<file path="src/rtl/vblank_update_scheduler_pkg.sv">
// rtl/vblank_update_scheduler_pkg.sv - VGA timing constants and scheduler FSM state encoding
package vblank_update_scheduler_pkg;

    localparam int H_VISIBLE     = 640;
    localparam int H_FRONT_PORCH = 16;
    localparam int H_SYNC        = 96;
    localparam int H_BACK_PORCH  = 48;
    localparam int H_TOTAL       = H_VISIBLE + H_FRONT_PORCH + H_SYNC + H_BACK_PORCH;

    localparam int V_VISIBLE     = 480;
    localparam int V_FRONT_PORCH = 10;
    localparam int V_SYNC        = 2;
    localparam int V_BACK_PORCH  = 29;
    localparam int V_TOTAL       = V_VISIBLE + V_FRONT_PORCH + V_SYNC + V_BACK_PORCH;

    localparam logic [9:0] VGA_VBLANK_START = 10'd480;
    localparam logic [9:0] VGA_LAST_GRANT   = 10'd515;
    localparam logic [9:0] VGA_V_LAST       = 10'd520;

    typedef enum logic [1:0] {
        ST_IDLE  = 2'd0,
        ST_ARB   = 2'd1,
        ST_GRANT = 2'd2
    } sched_state_t;

endpackage

</file>
<file path="src/rtl/vblank_update_scheduler_rr_arbiter.sv">
// rtl/vblank_update_scheduler_rr_arbiter.sv - combinational round-robin pick of the first eligible bit at or after the pointer
module vblank_update_scheduler_rr_arbiter #(
    parameter int N     = 3,
    parameter int PTR_W = 2
) (
    input  logic [N-1:0]     i_eligible,
    input  logic [PTR_W-1:0] i_ptr,
    output logic [N-1:0]     o_onehot,
    output logic [PTR_W-1:0] o_idx,
    output logic             o_valid
);

    int w_idx;

    always_comb begin
        o_onehot = '0;
        o_idx    = '0;
        o_valid  = 1'b0;
        w_idx    = 0;
        for (int k = 0; k < N; k++) begin
            w_idx = (int'(i_ptr) + k) % N;
            if (!o_valid && i_eligible[w_idx]) begin
                o_onehot[w_idx] = 1'b1;
                o_idx           = PTR_W'(w_idx);
                o_valid         = 1'b1;
            end
        end
    end

endmodule

</file>
<file path="src/rtl/vblank_update_scheduler.sv">
// rtl/vblank_update_scheduler.sv - vblank update-slot scheduler with frame tick and frame counter
// Optional OVERRUN_STATS_EN adds a saturating overrun counter output.
module vblank_update_scheduler
    import vblank_update_scheduler_pkg::*;
#(
    parameter int         N_REQ        = 3,
    parameter logic [9:0] VBLANK_START = VGA_VBLANK_START,
    parameter logic [9:0] LAST_GRANT   = VGA_LAST_GRANT,
    parameter logic [9:0] V_LAST       = VGA_V_LAST
) (
    input  logic             i_clk,
    input  logic             i_rst,
    input  logic [9:0]       i_y,
    input  logic [N_REQ-1:0] i_req,
    input  logic [N_REQ-1:0] i_done,
    output logic [N_REQ-1:0] o_grant,
    output logic             o_window_open,
    output logic             o_frame_tick,
    output logic             o_overrun,
`ifdef OVERRUN_STATS_EN
    output logic [15:0]      o_frame_cnt,
    output logic [7:0]       o_overrun_cnt
`else
    output logic [15:0]      o_frame_cnt
`endif
);

    localparam int PTR_W = (N_REQ > 1) ? $clog2(N_REQ) : 1;

    sched_state_t     r_state;
    logic [9:0]       r_y_q;
    logic [N_REQ-1:0] r_grant;
    logic [N_REQ-1:0] r_served;
    logic [PTR_W-1:0] r_ptr;
    logic [PTR_W-1:0] r_gidx;
    logic             r_closed;
    logic             r_window_open;
    logic             r_frame_tick;
    logic             r_overrun;
    logic [15:0]      r_frame_cnt;

    logic             w_in_window;
    logic             w_tick;
    logic             w_close;
    logic             w_done;
    logic             w_overrun_set;
    logic [N_REQ-1:0] w_eligible;
    logic [N_REQ-1:0] w_arb_onehot;
    logic [PTR_W-1:0] w_arb_idx;
    logic             w_arb_valid;
    logic [PTR_W-1:0] w_ptr_next;

    assign w_in_window   = (i_y >= VBLANK_START) && (i_y <= V_LAST);
    assign w_tick        = (i_y == VBLANK_START) && (r_y_q != VBLANK_START);
    // r_window_open holds the window state of the previous y sample
    assign w_close       = r_window_open && !w_in_window;
    assign w_done        = |(i_done & r_grant);
    assign w_overrun_set = (r_state == ST_GRANT) && w_close && !w_done;
    assign w_eligible    = i_req & ~r_served;
    assign w_ptr_next    = (r_gidx == PTR_W'(N_REQ - 1)) ? '0 : r_gidx + PTR_W'(1);

    vblank_update_scheduler_rr_arbiter #(
        .N     (N_REQ),
        .PTR_W (PTR_W)
    ) u_rr_arbiter (
        .i_eligible (w_eligible),
        .i_ptr      (r_ptr),
        .o_onehot   (w_arb_onehot),
        .o_idx      (w_arb_idx),
        .o_valid    (w_arb_valid)
    );

    always_ff @(posedge i_clk) begin
        if (i_rst) begin
            r_state       <= ST_IDLE;
            r_y_q         <= '0;
            r_grant       <= '0;
            r_served      <= '0;
            r_ptr         <= '0;
            r_gidx        <= '0;
            r_closed      <= 1'b0;
            r_window_open <= 1'b0;
            r_frame_tick  <= 1'b0;
            r_overrun     <= 1'b0;
            r_frame_cnt   <= '0;
        end else begin
            r_y_q         <= i_y;
            r_window_open <= w_in_window;
            r_frame_tick  <= w_tick;
            r_overrun     <= w_overrun_set;
            if (w_tick) begin
                r_frame_cnt <= r_frame_cnt + 16'd1;
            end

            case (r_state)
                ST_IDLE: begin
                    if (w_tick) begin
                        r_state <= ST_ARB;
                    end
                end
                ST_ARB: begin
                    if (!w_in_window || (i_y > LAST_GRANT)) begin
                        r_state <= ST_IDLE;
                    end else if (w_arb_valid) begin
                        r_grant  <= w_arb_onehot;
                        r_gidx   <= w_arb_idx;
                        r_closed <= 1'b0;
                        r_state  <= ST_GRANT;
                    end
                end
                ST_GRANT: begin
                    if (w_done) begin
                        r_grant         <= '0;
                        r_served[r_gidx] <= 1'b1;
                        r_ptr           <= w_ptr_next;
                        // a new frame tick reopens arbitration even after an overrun
                        r_state         <= ((r_closed && !w_tick) || w_close) ? ST_IDLE : ST_ARB;
                    end else if (w_close) begin
                        r_closed <= 1'b1;
                    end
                end
                default: begin
                    r_state <= ST_IDLE;
                end
            endcase

            if (w_tick) begin
                r_served <= '0;
                r_closed <= 1'b0;
            end
        end
    end

`ifdef OVERRUN_STATS_EN
    logic [7:0] r_overrun_cnt;

    always_ff @(posedge i_clk) begin
        if (i_rst) begin
            r_overrun_cnt <= '0;
        end else if (w_overrun_set && (r_overrun_cnt != 8'hFF)) begin
            r_overrun_cnt <= r_overrun_cnt + 8'd1;
        end
    end

    assign o_overrun_cnt = r_overrun_cnt;
`endif

    assign o_grant       = r_grant;
    assign o_window_open = r_window_open;
    assign o_frame_tick  = r_frame_tick;
    assign o_overrun     = r_overrun;
    assign o_frame_cnt   = r_frame_cnt;

endmodule

</file>
<file path="config.mk">
export PLATFORM = sky130hd
export DESIGN_NAME = vblank_update_scheduler
export DESIGN_NICKNAME = d
export VERILOG_FILES = /design/src/rtl/vblank_update_scheduler_pkg.sv /design/src/rtl/vblank_update_scheduler_rr_arbiter.sv /design/src/rtl/vblank_update_scheduler.sv
export SDC_FILE = /design/constraint.sdc
export NUM_CORES = 1
export LEC_CHECK = 0
export CORE_ASPECT_RATIO = 0.5
export CORE_UTILIZATION = 51
export CTS_CLUSTER_DIAMETER = 30
export DETAILED_ROUTE_END_ITERATION = 10
export MAX_ROUTING_LAYER = met4
export PLACE_DENSITY = 0.84
export SYNTH_ARGS = -nofsm -noshare
export SYNTH_HDL_FRONTEND = slang
export SYNTH_SLANG_ARGS = --single-unit
</file>
<file path="constraint.sdc">
create_clock -name i_clk -period 3.33 [get_ports i_clk]
set_clock_uncertainty 0.15 [all_clocks]
set_input_delay 0.666 -clock i_clk [delete_from_list [all_inputs] [get_ports i_clk]]
set_output_delay 0.666 -clock i_clk [all_outputs]
set_load 0.05 [all_outputs]
</file>
==> impl_metrics.py <==
metrics = {
    "outcome": {
        "outcome": "finished, final reports clean",
    },
    "placement": {
        "placed_cells": 320,
        "place.gp.congestion": 0.882,
        "hpwl_mm": 3.44,
        "portBuffers": 39,
    },
    "floorplan": {
        "die_y_microns": 47.0,
        "rows": 15,
        "io_pins": 40,
        "initial_core_util_pct": 56.5,
        "die-area_sq_um": 4330,
        "die_x_microns": 92.1,
        "coreArea_sq_um": 3660,
    },
    "detailed_routing": {
        "vias": 1842,
        "wirelength_mm": 4.67,
        "viasPerCell": 5.62,
        "wl_per_cell_microns": 14.3,
        "ant_nets": 0,
        "first_pass_iters": 4,
        "drt_iter0_drc": 84,
        "drc": 0,
    },
    "synthesis": {
        "synth_xor_xnor_area_share_pct": 6.35,
        "ys.flop_type": "dfxtp_1",
        "yosysMostFrequentCell": "dfxtp_1",
        "synthTopCellsByCount": "42 x dfxtp_1, 30 x nor2_1, 13 x nor2b_1",
        "synth-compound-area-share_pct": 11.7,
        "avgSynthCellArea_sq_um": 8.81,
        "yosysTopAreaCellShare_pct": 40.6,
        "synth_top_family_by_area": "simple AND/OR/NAND/NOR gates",
        "syn_inst": 235,
        "synth.ff_latch_count": 42,
        "synthesis.area_sq_um": 2070,
        "synth_edf_count": 0,
        "synthMuxAreaShare_pct": 0.967,
        "syn_nets": 262,
        "synth_area_leader_cell": "dfxtp_1",
        "synthDistinctLibCells": 49,
        "seq_area_frac_synth_pct": 40.6,
        "synthSimpleGateAreaFrac_pct": 31.1,
        "yosysWarnings": 0,
        "synth_fa_ha_area_share_pct": 5.44,
        "yosys-top-cells-area": "dfxtp_1 41%, ha_1 5.4%, nor2_1 5.4%, xor2_1 4.7%, nor2b_1 3.9%",
        "async_flop_share_pct": 0,
    },
    "sta": {
        "rsz0062_at_grt": "no",
        "hold_viol_final": 0,
        "setup_tns_ns": 0,
        "setup_viol": 0,
        "worst_pin_slew_ns": 0.627,
        "max_freq_mhz": 360,
        "min_period_ns": 2.78,
        "whs_ns": 0.354,
        "period_share_pct": 83.4,
        "slew_headroom_pct": 58.1,
        "finalMaxSlewViolations": 0,
    },
    "clock_network": {
        "htreeDepth": 2,
        "cts_setup_buffers": 0,
        "cts.path.max_buffers": 2,
        "cts_tree": "yes",
        "root_buffer": "clkbuf_8",
        "hold_buffers": 0,
        "clock_latency_ns": 0.29,
        "cts_repair_resize_count": 0,
        "numCtsBuffers": 5,
        "cts.sink_count": 42,
        "cts.reportedPaths.clkPinSlew_ns": 0.08,
    },
    "power_and_ir_drop": {
        "power_uw": 986,
        "p_leak_uw": 0.000984,
        "power.density_cell_area_nw_per_um2": 377,
        "peakVddDrop_uv": 315,
    },
    "grt": {
        "overflow": 0,
        "grt_pass1_vias": 1680,
        "grt_first_pass_wirelength_mm": 7.64,
        "antenna_found_initial": 0,
        "grt_max_degree": 18,
        "grt_util_all_layers_pct": 24.5,
    },
    "worst_setup_path": {
        "worstSetupPathType": "in2reg",
        "crit_path_frequent_cell": "o21ai_1",
        "critPathLaunchType": "input port",
        "crit_chain": "clkdlybuf4s50_1 > or4b_1 > nor3b_1 > o21ai_1 > o221a_1 > mux2i_1 > o21ai_1",
        "cp_slowest_stage_delay_ns": 0.58,
        "critPathRequiredTime_ns": 3.34,
        "crit_start": "i_y[6]",
        "critical-path-slowest-cell": "or4b_1",
        "cp.arrival_ns": 2.79,
        "r2r-start": "r_ptr[0]",
        "critPathMaxFanout": 4,
        "critPathCaptureType": "flip-flop",
    },
    "flow_run": {
        "maxCapViolCount": 0,
    },
    "finish": {
        "drive_gt1_share_pct": 4.69,
        "antennaDiodeCount": 0,
        "syn2layout_area_growth_pct": 26.3,
        "final_nets": 303,
        "finalNonFillerCells": 328,
        "utilization_pct": 71.4,
    },
    "worst_hold_path": {
        "hp-class": "reg2reg",
        "min_from": "o_grant[2]",
    },
}
==> logic make-up after synthesis <==
| logic type | after synthesis |
|---|---|
| buffers and inverters | 18 |
| adder cells (fa/ha/maj) | 9 |
| XOR/XNOR | 15 |
| multiplexers | 2 |
| AND/OR/NAND/NOR | 113 |
| AO/OA/AOI/OAI | 36 |
| flip-flops | 42 |
==> through the flow <==
| step | instance area (sq um) | worst slack (ns) |
|---|---|---|
| 2_1_floorplan | 2070 | 0.885 |
| 3_3_place_gp | 2510 | 0.357 |
| 3_5_place_dp | 2510 | 0.303 |
| 4_1_cts | 2610 | 0.582 |
| 5_1_grt | 2610 | 0.413 |
| 6_report | 2610 | 0.554 |
==> critical path, delay by kind of cell <==
family / cells / cell delay [ns]
muxes: 1 / 0.16
AOI/OAI and AO/OA: 3 / 0.57
buffers and inverters: 1 / 0.42
and+or+nand+nor: 2 / 0.97
==> layout by cell type (no fill, tap or decap), drive strengths merged, types with 2 or more instances in the layout <==
| master | instances |
|---|---|
| nand4 | 7 |
| mux2i | 2 |
| nor2b | 13 |
| nand3 | 8 |
| nand4bb | 2 |
| dfxtp | 42 |
| o21ai | 8 |
| clkbuf | 7 |
| o21a | 2 |
| nor3 | 8 |
| clkdlybuf4s50 | 39 |
| nand2b | 5 |
| buf | 4 |
| nor3b | 4 |
| nor4bb | 2 |
| nand2 | 11 |
| nor4b | 3 |
| xnor2 | 4 |
| nor4 | 2 |
| and2 | 2 |
| inv | 9 |
| nor2 | 30 |
| a21oi | 11 |
| ha | 9 |
| and3 | 10 |
| o32ai | 3 |
| xor2 | 11 |
==> sequential cells by signal, summed over array words and instances, names as in the netlist <==
| signal | flops |
|---|---|
| r_closed | 1 |
| o_window_open | 1 |
| r_served | 3 |
| r_y_q | 10 |
| o_frame_tick | 1 |
| o_frame_cnt | 16 |
| o_grant | 3 |
| o_overrun | 1 |
| r_ptr | 2 |
| r_gidx | 2 |
| r_state | 2 |
==> report_power, final <==
part	switching [uW]	internal, uW	leakage, uW
clock	173	224	0.0000524
combinational	37.0	38.6	0.000590
sequential	3.39	510	0.000341
total	213	773	0.000984
==> routing by layer <==
layer / vias up / part of all wire, % / GRT usage [%]
li1: 911 / - / -
met5: - / 0 / -
met2: 44 / 48 / 42.4
met1: 885 / 46 / 28.4
met4: 0 / 0.58 / 7.19
met3: 2 / 5.1 / 7.61
==> final cells by class <==
type	count	area (sq um)
repair buffers	43	420
clock buffers	7	76.3
well taps	51	63.8
flip-flops and latches	42	841
inverters	9	33.8
fillers	287	1050
clock inverters	1	30.0
multi-input cells	175	1150
==> path summary, 6_finish.rpt <==
kind / endpoint / slack (ns) / depth (start not counted)
min reg2reg: o_grant[2] / 0.35 / 2
max reg2reg: r_state[0] / 0.68 / 8
max: r_state[0] / 0.55 / 7
min: o_grant[2] / 0.35 / 2
No activity file was read; power rests on OpenSTA's default activity.
